`src/rtl/mux_2to1.sv`:
```
// Width-parameterized 2:1 selector with a combinational output and an
// optional one-cycle registered copy for pipelined datapath use.
module mux_2to1 #(
  parameter int n = 32
) (
  input  logic         clk,
  input  logic         reset,
  input  logic         select,
  input  logic [n-1:0] data1,
  input  logic [n-1:0] data2,
  input  logic         en,
  output logic [n-1:0] dataOut,
  output logic [n-1:0] dataOutReg
);

  logic [n-1:0] w_sel;
  logic [n-1:0] r_out;

  // Conditional operator keeps per-bit X-merging when select is unknown.
  assign w_sel   = select ? data2 : data1;
  assign dataOut = w_sel;

  always_ff @(posedge clk) begin
    if (reset) begin
      r_out <= '0;
    end else if (en) begin
      r_out <= w_sel;
    end
  end

  assign dataOutReg = r_out;

endmodule

```
`config.mk`:
```
export PLATFORM = sky130hd
export DESIGN_NAME = mux_2to1
export DESIGN_NICKNAME = d
export VERILOG_FILES = /design/src/rtl/mux_2to1.sv
export SDC_FILE = /design/constraint.sdc
export NUM_CORES = 1
export LEC_CHECK = 0
export BUFFER_PORTS_ARGS = -buffer_cell sky130_fd_sc_hd__buf_4
export CAP_MARGIN = 25
export CORE_MARGIN = 1.5
export CORE_UTILIZATION = 43
export DETAILED_ROUTE_END_ITERATION = 8
export PLACE_DENSITY = 0.85
export SKIP_LAST_GASP = 1
export SLEW_MARGIN = 15
export SYNTH_ARGS = -nofsm -noshare
export SYNTH_HDL_FRONTEND = slang
export SYNTH_SLANG_ARGS = --single-unit
export TNS_END_PERCENT = 10
```
`constraint.sdc`:
```
create_clock -name clk -period 2.25 [get_ports clk]
set_clock_uncertainty 0.15 [all_clocks]
set_input_delay 0 -clock clk [delete_from_list [all_inputs] [get_ports clk]]
set_output_delay 0 -clock clk [all_outputs]
set_load 0.03 [all_outputs]
```
==> impl_metrics.toml, run 1 <==
[clock_network]
tritoncts = "built"
cts_sinks = 32
cts_max_path_buffers = 2
htree_levels = 2
worstSkewPairLatency_ns = 0.28
cts-buffers-inserted = 5
cts_resized = 0
clockRootBuffer = "clkbuf_8"
clkTransAtPathRegs_ns = 0.06

[sta]
fin_setup_tns_ns = 0
tightest_slew_ns = 0.953
fmax_mhz = 593
period_share = 0.750
rsz0062_at_grt = "no"
fin_crit_ns = 1.69
finalHoldViolCount = 0
finalWorstSetupSlack_ns = 0.563
final-max-slew-violation-count = 0
timing.final.setup_violations = 0
slew_headroom = 0.364

[final_layout]
stdcell_count = 381
area_growth_syn_to_layout_pct = 95.5
drive_gt1_frac = 0.610
final_core_util = 0.871
fillers = 202
largest_reg_flops = 32
final_cell_area_sq_um = 3460
diodes = 0
fin_nets = 399

[synth]
yosys_warnings = 0
synth.distinct_cells = 10
yosysSeqAreaShare = 0.362
syn_nets = 211
ys_ff_latch = 32
synthesis.area_sq_um = 1770
syn_area_per_cell_sq_um = 12.4
synthCells = 143

[placed_design]
post-place-ws_ns = 0.794
port_buffers = 131
post_dp_cell_area_sq_um = 2720
placedCellCount = 310
globalplace.congestion = 0.690
dpl.hpwl_um = 3510

[route]
route.vias.total = 1934
drtIter0Drc = 51
postRouteAntennaNets = 0
drt_pass1_iterations = 4
wl_um = 6750
drcViolationCount = 0
wl_per_cell_um = 17.7
vias_per_cell = 5.08

[power_and_ir_drop]
leakagePower_nw = 1.65
ir_drop_mv = 0.385
pwr_density_cell_nw_per_um2 = 537

[global_route]
grt_pass1_vias = 2050
grt_first_pass_wirelength_um = 9730
grt_max_degree = 34
overflow = 0
grtUsageTotal = 0.296
antenna_found_initial = 0

[hold_path]
hold_start = "reset"
hold_path_class = "in -> reg"

[flow_run]
max_cap_viol_count = 0

[run_status]
status = "finished clean"

[setup_path]
cp-end-kind = "register"
crit_required_ns = 2.27
r2r_start = "dataOutReg[18]$_SDFFE_PP0P_"
crit_fanout = 2
crit_start = "data2[31]"
crit_type = "in -> reg"
startpoint_type = "input port"
worstPathArrival_ns = 1.71

[floorplan]
fp-row-count = 23
fp.dieArea_sq_um = 4510
core_area_sq_um = 3970
start_util = 0.446
io_pins = 132
die_h_um = 67.2
die_x_um = 67.2
## critical path, stage by stage
cell and delay, ns:
dlygate4sd3_1 0.54, buf_4 0.13, mux2_4 0.26, dlygate4sd3_1 0.59, o21a_1 0.19
## placed cells by master (no fill, tap or decap), drive strengths merged
cell	n
o21ba	32
o21a	32
dfxtp	32
clkbuf	7
dlygate4sd3	64
mux2	32
inv	1
buf	131
## metrics by stage
step | hold slack, ns | power [mW]
floorplan | 0.0358 | 1.03
global placement | 0.182 | 1.26
detailed placement | 0.187 | 1.27
CTS | 0.136 | 1.84
global route | 0.175 | 1.92
finish | 0.145 | 1.86
## timing repair
action / in CTS / in global routing
hold buffers: 64 / 0
buffers inserted: 0 / 0
setup endpoints to repair: 0 / 0
endpoints found under the hold margin: 32 / 0
## path summary, 6_finish.rpt
path / end / slack (ns) / cells past startpoint
max reg2reg: dataOutReg[18]$_SDFFE_PP0P_ / 1.34 / 2
max: dataOutReg[31]$_SDFFE_PP0P_ / 0.56 / 5
min reg2reg: dataOutReg[6]$_SDFFE_PP0P_ / 0.43 / 2
min: dataOutReg[14]$_SDFFE_PP0P_ / 0.15 / 3
## report_power, final
group / leakage (nW) / switching (mW) / internal [mW] / total [mW]
registers: 0.266 / 0.0273 / 0.610 / 0.637
clock network: 0.0503 / 0.198 / 0.272 / 0.470
logic: 1.34 / 0.352 / 0.401 / 0.753
## synthesized netlist by cell type, drive strengths merged
cell type / instances / area (sq um)
o21a: 32 / 240
dfxtp: 32 / 641
inv: 1 / 3.75
o21ba: 32 / 320
clkbuf: 5 / 18.8
buf: 9 / 73.8
mux2: 32 / 473
## per-layer routing
metal	track usage	share of wire	up-vias
met3	0.0917	0.077	24
met2	0.585	0.54	101
met5	0	0	-
met1	0.269	0.34	920
met4	0.138	0.036	0
li1	-	-	889
## logic make-up after synthesis
| logic type | after synthesis | share of synthesized area |
|---|---|---|
| DFF | 32 | 0.362 |
| muxes | 32 | 0.267 |
| AOI/OAI and AO/OA | 64 | 0.317 |
| buffers and inverters | 15 | 0.0544 |
## area by class of cell
type                    instances  area (sq um)  share of cell area
flip-flops and latches         32           641               0.185
inverters                       1          3.75             0.00108
multi-input cells              96          1030               0.299
repair buffers                195          1620               0.469
well taps                      50          62.6              0.0181
clock buffers                   7          96.3              0.0278
Power figures use the tool's default switching activity.
==> inputs of run 2 (changes only) <==
- CORE_UTILIZATION: 43 -> 40
- PLACE_DENSITY: 0.85 -> 0.8
- clock period: 2.25 -> 1.8 ns (I/O delays scaled with it)
==> run 2 against run 1 <==
Clock power increased by 7.9%; clock-buffer cell count decreased by 1; sequential cell count unchanged; worst setup slack got worse by 0.45 ns; global-route usage decreased by 4.1 points; highest routed layer unchanged; sequential share of layout area decreased by 0.10 points; wire length decreased by 9.1%; power increased by 20%; cell count increased by 1.3%; combinational power increased by 24%; largest cell class unchanged; non-clock buffer count increased by 3; critical endpoint is now dataOutReg[3]$_SDFFE_PP0P_.
==> impl_metrics.toml, run 2 (synthesis gave the netlist of run 1 again) <==
[setup_path]
crit_type = "in -> reg"
timing.critical_path.mode_cell = "dlygate4sd3_1"
crit_start = "data1[3]"
critical_path.cell_chain = "dlygate4sd3_1, buf_4, mux2_4, dlygate4sd3_1, o21a_1"
crit_fanout = 2
startpoint_type = "input port"
cpPeakStageDelay_ns = 0.57
r2r-end = "dataOutReg[23]$_SDFFE_PP0P_"
crit_required_ns = 1.82
crit_end = "dataOutReg[3]$_SDFFE_PP0P_"
cp-end-kind = "register"
cp_slowest_cell = "dlygate4sd3_1"
r2r_start = "dataOutReg[23]$_SDFFE_PP0P_"
reg2reg_slack_ns = 0.88
worstPathArrival_ns = 1.71
rr_worst_depth = 2

[route]
vias_per_cell = 4.91
drtIter0Drc = 50
route.vias.total = 1894
postRouteAntennaNets = 0
drcViolationCount = 0
drt_pass1_iterations = 4
wl_per_cell_um = 15.9
wl_um = 6130

[sta]
timing.final.setup_violations = 0
whs_ns = 0.140
final-max-slew-violation-count = 0
slew_headroom = 0.758
period_share = 0.939
fin_setup_tns_ns = 0
rsz0062_at_grt = "no"
finalHoldViolCount = 0
fmax_mhz = 592
tightest_slew_ns = 0.363
fin_crit_ns = 1.69

[floorplan]
io_pins = 132
start_util = 0.412
fp.dieArea_sq_um = 4830
die_h_um = 69.5
die_x_um = 69.5
fp-row-count = 24
core_area_sq_um = 4290

[global_route]
overflow = 0
grt_pass1_vias = 2026
grt_first_pass_wirelength_um = 9640
antenna_found_initial = 0
grtUsageTotal = 0.255
grt_max_degree = 34

[final_layout]
layout_common_cells = "buf_4 (133), dlygate4sd3_1 (64), o21ba_2 (32), o21a_1 (32), dfxtp_1 (32)"
diodes = 0
area_growth_syn_to_layout_pct = 96.5
fin_nets = 402
drive_gt1_frac = 0.611
fillers = 261
largest_reg_flops = 32
final_common_cell = "buf_4"
stdcell_count = 386
final_core_util = 0.810

[placed_design]
dpl.hpwl_um = 3430
globalplace.congestion = 0.659
placedCellCount = 315
port_buffers = 131

[flow_run]
max_cap_viol_count = 0

[clock_network]
htree_levels = 2
clockRootBuffer = "clkbuf_8"
cts_max_path_buffers = 2
cts-buffers-inserted = 5
postCtsSetupBuffers = 0
clkTransAtPathRegs_ns = 0.06
worstSkewPairLatency_ns = 0.27
cts_resized = 0
ctsHoldBuffers = 64
cts_sinks = 32
tritoncts = "built"

[power_and_ir_drop]
pwr_density_cell_nw_per_um2 = 642
leakagePower_nw = 1.66
ir_drop_mv = 0.455
total_power_mw = 2.23

[run_status]
status = "finished clean"

[hold_path]
hold_path_class = "in -> reg"
[run 2: cell count changes in the layout (fill, tap and decap cells not counted)]
cell,change
clkinv_2,+1
clkbuf_1,+1
buf_4,+2
buf_12,+1
clkbuf_8,-2
[run 2: layout make-up]
cell class	count	area, sq um	share of cell area
repair buffers	198	1660	0.477
multi-input cells	96	1030	0.297
flip-flops and latches	32	641	0.184
clock buffers	6	72.6	0.0209
well taps	52	65.1	0.0187
clock inverters	1	5.00	0.00144
inverters	1	3.75	0.00108
[run 2: critical path, delay by kind of cell]
| kind | cells | cell delay (ns) |
|---|---|---|
| muxes | 1 | 0.27 |
| AOI/OAI and AO/OA | 1 | 0.16 |
| buffers and inverters | 3 | 1.28 |
[run 2: through the flow]
| step | setup slack, ns | instance area [sq um] |
|---|---|---|
| after floorplan | 0.743 | 1770 |
| after global placement | 0.519 | 2760 |
| after detailed placement | 0.501 | 2760 |
| final | 0.110 | 3480 |
| after CTS | 0.158 | 3480 |
| after global routing | 0.0902 | 3480 |
[run 2: report_power, final]
| group | switching, mW | internal [mW] |
|---|---|---|
| Sequential | 0.0296 | 0.762 |
| Combinational | 0.429 | 0.507 |
| Clock | 0.245 | 0.262 |
| Total | 0.703 | 1.53 |
[run 2: worst min-delay path by stage]
stage                    from                          end  slack, ns  depth (start not counted)
floorplan            data2[0]                   dataOut[0]       0.04                          1
CTS                     reset  dataOutReg[30]$_SDFFE_PP0P_       0.13                          3
global route            reset  dataOutReg[31]$_SDFFE_PP0P_       0.16                          3
global placement    data2[18]  dataOutReg[18]$_SDFFE_PP0P_       0.18                          3
detailed placement   data1[2]   dataOutReg[2]$_SDFFE_PP0P_       0.19                          3
finish                  reset  dataOutReg[31]$_SDFFE_PP0P_       0.14                          3
[run 2: layer usage]
layer  global-route usage  vias to the layer above  part of all wire
li1                     -                      894                 -
met1                0.247                      905              0.35
met2                0.498                       80              0.56
met3               0.0770                       15             0.070
met4               0.0959                        0             0.021
met5                    0                        -                 0
